`src/rtl/fifo_pack_pkg.sv`:
```
// Shared types and helpers for the FIFO read-side packer.
package fifo_pack_pkg;

  typedef enum logic {FILL, HOLD} state_t;

  localparam int DEF_DSIZE = 8;
  localparam int DEF_RATIO = 4;

  // Lane index width; never narrower than one bit.
  function automatic int laneWidth(input int ratio);
    return (ratio <= 2) ? 1 : $clog2(ratio);
  endfunction

  // Entries wider than 64 bits would need a wider argument here.
  function automatic logic evenParity(input logic [63:0] v);
    return ^v;
  endfunction

endpackage

```
`src/rtl/fifo_rd_packer.sv`:
```
// Pops FIFO entries and packs RATIO of them into one valid/ready beat.
// Optional per-lane parity output enabled by FIFO_PACK_PARITY_EN.
module fifo_rd_packer
  import fifo_pack_pkg::*;
#(
  parameter int DSIZE = DEF_DSIZE,
  parameter int RATIO = DEF_RATIO
)(
  input  logic                   rclk,
  input  logic                   rrst_n,
  input  logic [DSIZE-1:0]       rdata,
  input  logic                   rempty,
  output logic                   rinc,
  input  logic                   flush,
  output logic [DSIZE*RATIO-1:0] out_data,
  output logic [RATIO-1:0]       out_keep,
  output logic                   out_valid,
  input  logic                   out_ready,
  output logic                   busy
`ifdef FIFO_PACK_PARITY_EN
  ,
  output logic [RATIO-1:0]       out_par
`endif
);

  localparam int OWIDTH = DSIZE * RATIO;
  localparam int CW = laneWidth(RATIO);
  localparam logic [CW-1:0] LAST = CW'(RATIO - 1);

  state_t        state;
  logic [CW-1:0] cnt;

  assign rinc = rrst_n && (state == FILL) && !rempty;
  assign busy = (cnt != '0) || out_valid;

  // The capture lane is decoded against cnt so every slice index stays constant.
  always_ff @(posedge rclk or negedge rrst_n) begin
    if (!rrst_n) begin
      state     <= FILL;
      cnt       <= '0;
      out_valid <= 1'b0;
      out_data  <= '0;
      out_keep  <= '0;
`ifdef FIFO_PACK_PARITY_EN
      out_par   <= '0;
`endif
    end else begin
      case (state)
        FILL: begin
          if (rinc) begin
            for (int k = 0; k < RATIO; k++) begin
              if (cnt == CW'(k)) begin
                out_data[DSIZE*k +: DSIZE] <= rdata;
                out_keep[k]                <= 1'b1;
`ifdef FIFO_PACK_PARITY_EN
                out_par[k]                 <= evenParity(64'(rdata));
`endif
              end
            end
            cnt <= cnt + 1'b1;
          end
          // cnt is parked at zero while a beat is held; busy is carried by out_valid.
          if ((rinc && cnt == LAST) || (flush && (rinc || cnt != '0))) begin
            state     <= HOLD;
            out_valid <= 1'b1;
            cnt       <= '0;
          end
        end
        HOLD: begin
          if (out_ready) begin
            state     <= FILL;
            out_valid <= 1'b0;
            out_data  <= '0;
            out_keep  <= '0;
            cnt       <= '0;
`ifdef FIFO_PACK_PARITY_EN
            out_par   <= '0;
`endif
          end
        end
        default: state <= FILL;
      endcase
    end
  end

  logic unusedWidth;
  assign unusedWidth = ^OWIDTH;

endmodule

```
`config.mk`:
```
export PLATFORM = sky130hd
export DESIGN_NAME = fifo_rd_packer
export DESIGN_NICKNAME = d
export VERILOG_FILES = /design/src/rtl/fifo_pack_pkg.sv /design/src/rtl/fifo_rd_packer.sv
export SDC_FILE = /design/constraint.sdc
export NUM_CORES = 1
export LEC_CHECK = 0
export ABC_AREA = 1
export ABC_CLOCK_PERIOD_IN_PS = 1800
export CAP_MARGIN = 20
export CORE_MARGIN = 2
export CORE_UTILIZATION = 35
export CTS_CLUSTER_DIAMETER = 60
export CTS_CLUSTER_SIZE = 28
export DETAILED_ROUTE_END_ITERATION = 8
export SYNTH_ARGS = -nofsm -noshare
export SYNTH_HDL_FRONTEND = slang
export SYNTH_SLANG_ARGS = --single-unit
```
`constraint.sdc`:
```
create_clock -name rclk -period 1.8 [get_ports rclk]
set_input_delay 0.36 -clock rclk [delete_from_list [all_inputs] [get_ports rclk]]
set_output_delay 0.36 -clock rclk [all_outputs]
set_load 0.01 [all_outputs]
```
# After elaboration in Yosys (flattened, before gate mapping)
# Cells that the tools add are included.
[totals]
input_bits = 13
elab_cells = 64
ff_bits = 40
out_inout_bits = 39
[classes]
n_addsub = 1
mux = 24
n_reduce_logical = 16
bitwise = 1
n_eq_ne = 11
[op_table]
columns = ["operator", "count"]
rows = [
  ["$mux 32", 2],
  ["$pmux 32 s2", 1],
  ["$mux 8", 4],
  ["$reduce_and 3->1", 4],
  ["$ne 2x1->1 const B", 5],
  ["$mux 1", 8],
  ["$mux 4", 2],
  ["$pmux 4 s2", 1],
  ["$mux 2", 3],
  ["$eq 2x2->1 const B", 2],
  ["$logic_and 1x1->1", 4],
  ["$ne 2x2->1 const B", 2],
  ["$pmux 1 s2", 2],
  ["$pmux 2 s2", 1],
  ["$reduce_and 2->1", 2],
  ["$logic_or 1x1->1", 3],
  ["$ne 3x2->1 const B", 1],
  ["$add 2x1->2 const B", 1],
  ["$eq 2x1->1 const B", 1],
  ["$logic_not 2->1", 1],
  ["$reduce_bool 2->1", 1],
  ["$logic_not 1->1", 1],
  ["$not 1->1", 1],
]

# Logic depth before layout (Yosys ltp)
# Gate-level depths: netlist of the first run.
[logic_depth]
ltp_word = 8
ltp_mapped = 7
ltp_nobuf = 7

# Least setup slack after synthesis of the first run
# OpenSTA, ideal clock, no wires.
[synth_timing]
path_kind = "register to output"
start = "register cnt[0]"
end = "output busy"
required_ns = 1.440
path_buffers = 0
arrival_time_ns = 0.893
path_slack_ns = 0.547
path_stages_with_launch = 4
path_cell_list = "dfrtp_1 > inv_1 > ha_1 > nand2_1"
[synth_between]
elab_chain_cells = 2
[synth_rtl]
columns = ["item", "line", "rtl"]
rows = [
  ["start: declaration", "fifo_rd_packer.sv:31", "logic [CW-1:0] cnt;"],
  ["start signal: assignment", "fifo_rd_packer.sv:60", "cnt <= cnt + 1'b1;"],
  ["$reduce_bool 2->1", "fifo_rd_packer.sv:34", "assign busy = (cnt != '0) || out_valid;"],
  ["$logic_or 1x1->1", "fifo_rd_packer.sv:34", ""],
  ["end: declaration", "fifo_rd_packer.sv:19", "output logic busy"],
]
# No other way between the ends.

# Worst setup path after layout of the first run
[layout_timing]
start = "input rempty"
end = "output rinc"
[layout_between]
elab_chain_cells = 2
[layout_rtl]
columns = ["item", "line", "rtl"]
rows = [
  ["start: declaration", "fifo_rd_packer.sv:12", "input logic rempty,"],
  ["$logic_not 1->1", "fifo_rd_packer.sv:33", "assign rinc = rrst_n && (state == FILL) && !rempty;"],
  ["$logic_and 1x1->1", "fifo_rd_packer.sv:33", ""],
  ["end: declaration", "fifo_rd_packer.sv:13", "output logic rinc,"],
]
# No other way between the ends.

==> summary.md, run 1 <==
| Metric | Value |
|---|---|
| Fin crit period | 1680 ps |
| Clk slew on worst S/H paths | 70 ps |
| Sw power | 1.25 mW |
| Logic gate share of total power | 42.5% |
| Final Net Count | 242 |
| Worst EP arrival | 1320 ps |
| Setup crit end kind | output pin |
| Routed WL per cell | 13.1 microns |
| Power share of the clock group | 19.5% |
| FF+latch count, synth | 40 |
| Total grt overflow | 0 |
| Share of power burned in registers | 38.0% |
| Status | finished clean |
| P_leak | 1.18 nW |
| H-tree depth | 2 |
| Clock sinks | 40 |
| Fillcell total | 483 |
| Min-delay worst type | in -> async |
| RSZ-0062 raised after global routing | false |
| Yosys top cell area share | 55.6% |
| Setup TNS | 0 ps |
| Starting density of the core | 35.7% |
| Yosys cell types | 22 |
| Period utilization | 93.1% |
| Critical path peak fanout | 2 |
| Sequential cell area fraction in the yosys report | 55.6% |
| Die area | 5730 sq um |
| Clock buffer count from CTS | 5 |
| Die X | 75.7 microns |
| Ant. Diodes | 0 |
| # rows | 26 |
| Most common cell after layout, fill and taps aside | clkdlybuf4s50_1 |
| Critical Path RT | 1440 ps |
| Via count | 1313 |
| Setup WS pre-CTS | -149 ps |
| Startpoint class of the critical path | input pin |
| TritonRoute pass-1 iters | 7 |
| Area Growth Syn to Fin | 39.7% |
| Power Total | 3.68 mW |
| Synth Net Count | 181 |
| FMAX | 597 MHz |
| Synth warn | 0 |
| Clock skew | 4.87 ps |
| Root buf cell | clkbuf_8 |
| Fraction of layout cells with a size suffix above 1 | 23.0% |
| Post-route ant nets | 0 |
| Syn avg cell area | 11.0 sq um |
| Final setup fails | 0 |
| Initial antenna violation count | 0 |
| Switching Share | 34.0% |
| CP Class | in -> out |
| Vias in the first global route | 1262 |
| Synth Cell Area | 1800 sq um |
| PortBufs | 51 |
| Largest area contributor in the netlist | dfrtp_1 |
| Final Hold Vio Count | 0 |
| Top Ports | 52 |
| Largest net degree at the start of global routing | 41 |
| Number of DRC markers in iteration 0 | 82 |
| Max Cap Viol | 0 |
| CTS Buffer Depth | 2 |
| Routed vias/inst | 4.44 |
| Pwr Density | 1460 nW/um^2 |
| Routability cong. | 0.724 |
| Most frequent cells in the layout | 48 x clkdlybuf4s50_1, 40 x dfrtp_1, 27 x nand2_1 |
| Worst-Margin Slew | 502 ps |
| GRT Total Usage | 15.0% |
| DRC errors left | 0 |
| Synth Instances | 164 |
| Die Y | 75.7 microns |
| Final WS setup | 125 ps |
| Final Max Tran Viols | 0 |
| Worst skew pair latency | 290 ps |
| Total wire length | 3870 microns |
| Final HPWL DP | 2750 microns |
| Normalized max-slew margin | 66.5% |
| Peak VDD IR | 0.564 mV |
| TritonCTS clock tree | done |
| Synth area leaders | dfrtp_1 56%, o21ai_2 9.2%, nand3_1 5.8% |
| Core ar. | 5040 sq um |
| Wire length of the first global-routing pass | 6250 microns |
| P_int | 2.43 mW |
cells in the mapped netlist:
cell	number
nand3_1	21
nand2_2	1
a21oi_1	1
nor2_1	2
a21oi_2	1
o21ai_0	12
a21oi_4	1
nand2_1	27
buf_6	3
ha_1	4
nor2_4	1
nand2_4	2
inv_1	15
clkbuf_8	1
inv_8	1
nand2_8	1
buf_2	1
dfrtp_1	40
nand3_2	7
nand4_1	2
buf_8	1
o21ai_2	19
per-stage QoR:
stage | util (%) | area, sq um | std cells | hold slack [ps]
2_1_floorplan | - | 1800 | 164 | 64.4
3_3_place_gp | 47.5 | 2400 | 287 | 471
3_5_place_dp | 47.5 | 2400 | 287 | 471
4_1_cts | 49.9 | 2510 | 296 | 218
5_1_grt | 49.9 | 2510 | 296 | 239
6_report | 49.9 | 2510 | 296 | 197
worst max-delay path, cell delays in order:
cell             delay, ps
clkdlybuf4s50_1        440
nor2_4                 130
nand2_4                 80
inv_8                   50
dlygate4sd2_1          260
cells by family (layout without fill, tap and decap cells):
family / count (synthesis) / after routing / share of synthesized area, %
AO/OA/AOI/OAI: 34 / 34 / 14.3
adder cells (fa/ha/maj): 4 / 4 / 2.78
buffers and inverters: 22 / 84 / 7.51
flip-flops: 40 / 40 / 55.6
AND/OR/NAND/NOR: 64 / 64 / 19.8
cell type report:
cell class	count	area (sq um)	area share, %
Sequential cell	40	1000	39.8
Multi-Input combinational cell	102	663	26.4
Timing Repair Buffer	60	583	23.2
Tap cell	70	87.6	3.48
Clock buffer	5	68.8	2.74
Inverter	16	67.6	2.69
Clock inverter	3	42.5	1.69
worst paths after layout:
| kind | cells after the start | from | slack [ps] | endpoint |
|---|---|---|---|---|
| min | 2 | rrst_n | 200 | state |
| min reg2reg | 2 | out_keep[0] | 480 | out_keep[0] |
| max | 5 | rempty | 120 | rinc |
| max reg2reg | 8 | state | 400 | out_data[23] |
| min in group rclk | 2 | out_keep[0] | 480 | out_keep[0] |
| max in group asynchronous | 2 | rrst_n | 1250 | out_data[16] |
state kept, by name (all words and copies together), names as in the netlist:
register and count:
out_data 32, out_keep 4, cnt 2, out_valid 1, state 1
power groups by stage:
stage | registers (mW) | clock network (mW) | logic [mW]
floorplan | 1.53 | 0 | 0.671
global placement | 1.42 | 0 | 1.55
detailed placement | 1.42 | 0 | 1.57
CTS | 1.40 | 0.741 | 1.59
global route | 1.44 | 0.789 | 1.72
finish | 1.40 | 0.718 | 1.56
metal layers:
| layer | GRT usage, % | share of wire [%] |
|---|---|---|
| met5 | 0 | 0 |
| met4 | 5.26 | 0.90 |
| met3 | 4.50 | 3.8 |
| met2 | 21.8 | 46 |
| met1 | 21.3 | 49 |
timing repair:
action                                  in CTS  in global routing
gates resized for setup                      2                  0
endpoints found under the setup margin       2                  0
hold buffers                                 0                  0
buffers inserted                             1                  0
(Power assumes the default switching activity.)
==> run 2, diff against run 1 <==
--- a/config.mk
+++ b/config.mk
@@ -8,7 +8,7 @@
 export ABC_AREA = 1
 export ABC_CLOCK_PERIOD_IN_PS = 1800
 export CAP_MARGIN = 20
-export CORE_MARGIN = 2
+export CORE_MARGIN = 4
 export CORE_UTILIZATION = 35
 export CTS_CLUSTER_DIAMETER = 60
 export CTS_CLUSTER_SIZE = 28
==> summary.md, run 2 (synthesis results as in run 1) <==
| Metric | Value |
|---|---|
| Multi-input logic area | 663 sq um |
| FMAX | 590 MHz |
| Share of power burned in registers | 39.7% |
| Max reg flops | 32 |
| CTS Hold Buffers Added | 0 |
| Final Net Count | 244 |
| CP Class | in -> out |
| Die X | 79.7 microns |
| GRT Total Usage | 14.8% |
| Most common cell after layout, fill and taps aside | clkdlybuf4s50_1 |
| Worst EP arrival | 1340 ps |
| Period utilization | 94.2% |
| Startpoint class of the critical path | input pin |
| Area Growth Syn to Fin | 38.5% |
| Final Hold Vio Count | 0 |
| Final Max Tran Viols | 0 |
| Clock buffer count from CTS | 5 |
| H-tree depth | 2 |
| Routed WL per cell | 14.0 microns |
| Post-route design area | 2490 sq um |
| Power share of the clock group | 15.5% |
| Largest net degree at the start of global routing | 41 |
| Min-delay worst type | in -> async |
| Worst skew pair latency | 290 ps |
| CTS Buffer Depth | 2 |
| Fin crit period | 1700 ps |
| Largest stage delay, worst path | 440 ps |
| Crit-path leading delay family | buffers and inverters |
| Most frequent cells in the layout | 48 x clkdlybuf4s50_1, 40 x dfrtp_1, 27 x nand2_1 |
| TritonRoute pass-1 iters | 4 |
| Normalized max-slew margin | 67.1% |
| RSZ-0062 raised after global routing | false |
| Final Non-Filler Cells | 294 |
| Number of DRC markers in iteration 0 | 49 |
| Worst-Margin Slew | 494 ps |
| Routed vias/inst | 4.47 |
| Routability cong. | 0.697 |
| Top reg by flops | out_data |
| Core Util, Final | 51.4% |
| Starting density of the core | 37.1% |
| Largest regs | out_data (32), out_keep (4), cnt (2) |
| FF+latch area | 1000 sq um |
| Total grt overflow | 0 |
| TritonCTS clock tree | done |
| Fillcell total | 461 |
| Placed cell count | 285 |
| Logic gate share of total power | 44.8% |
| Switching Share | 35.3% |
| DRC errors left | 0 |
| Final HPWL DP | 2910 microns |
| Die Y | 79.7 microns |
| Initial antenna violation count | 0 |
| Status | finished clean |
| Worst Path Buf+Inv | 3 |
| Critical Path RT | 1440 ps |
| Wire length of the first global-routing pass | 7110 microns |
| Ant. Diodes | 0 |
| Core ar. | 4850 sq um |
| Vias in the first global route | 1454 |
| Final setup fails | 0 |
| Fraction of layout cells with a size suffix above 1 | 22.9% |
| Clk slew on worst S/H paths | 70 ps |
| Clock sinks | 40 |
| P_leak | 1.18 nW |
| Critical path peak fanout | 2 |
| Worst-path cell chain | clkdlybuf4s50_1, nor2_4, nand2_4, inv_8, dlygate4sd2_1 |
| Hold Worst Slack | 189 ps |
| Via count | 1315 |
| Sw power | 1.25 mW |
| P_int | 2.29 mW |
| PortBufs | 51 |
| Post-route ant nets | 0 |
| Slowest CP cell | clkdlybuf4s50_1 |
| Pwr Density | 1420 nW/um^2 |
| # rows | 25 |
| Top Ports | 52 |
| Peak VDD IR | 0.594 mV |
| Max Cap Viol | 0 |
| Area after DPL | 2400 sq um |
| Clock skew | 4.86 ps |
| Setup TNS | 0 ps |
| Setup crit end kind | output pin |
| Total wire length | 4110 microns |
| Root buf cell | clkbuf_8 |
| Die area | 6350 sq um |
-- run 2: cell count changes in the layout (fill, tap and decap cells not counted), sizes merged --
| cell | change |
|---|---|
| buf | +2 |
| bufinv | -1 |
| clkbuf | +1 |
| clkinvlp | -1 |
-- run 2: power groups by stage --
stage	Combinational, mW	Sequential, mW	Clock [mW]
after global placement	1.58	1.43	0
after detailed placement	1.60	1.42	0
after floorplan	0.671	1.53	0
final	1.59	1.41	0.551
after global routing	1.75	1.45	0.606
after CTS	1.61	1.41	0.571
-- run 2: final timing paths --
path                       cells after the start           end         from  slack [ps]
min in group rclk                              2   out_keep[2]  out_keep[2]         490
min                                            2     out_valid       rrst_n         190
max in group asynchronous                      2        cnt[1]       rrst_n        1250
min reg2reg                                    2   out_keep[2]  out_keep[2]         490
max reg2reg                                    6  out_data[11]        state         430
max                                            5          rinc       rempty         100
-- run 2: timing repair --
item,CTS,global route
endpoints found under the setup margin,2,0
gates resized for setup,2,0
buffers inserted,2,0
hold endpoints to repair,0,0
-- run 2: worst register-to-register path: cells and delay by family (launching register included) --
family,cells,cell delay (ps)
and+or+nand+nor,3,420
AOI/OAI and AO/OA,1,210
DFF,1,440
buffers and inverters,2,220
-- run 2: stage by stage --
step | setup slack [ps] | total power [mW]
after floorplan | 547 | 2.20
after detailed placement | -154 | 3.02
after global placement | -133 | 3.01
after CTS | 92.2 | 3.59
after global routing | 41.8 | 3.80
final | 104 | 3.54
-- run 2: layout make-up --
class | count | share of cell area, %
clock inverter | 1 | 0.201
multi-input combinational | 102 | 26.6
inverter | 16 | 2.71
timing repair buffer | 62 | 24.0
sequential | 40 | 40.2
clock buffer | 6 | 2.91
tap | 67 | 3.37
-- run 2: routing by layer --
layer	share of wire, %	global-route usage [%]	wire [microns]
met1	48	19.3	1960
met2	46	23.3	1900
met5	0	0	0
met3	5.2	5.30	215
met4	0.88	3.61	36
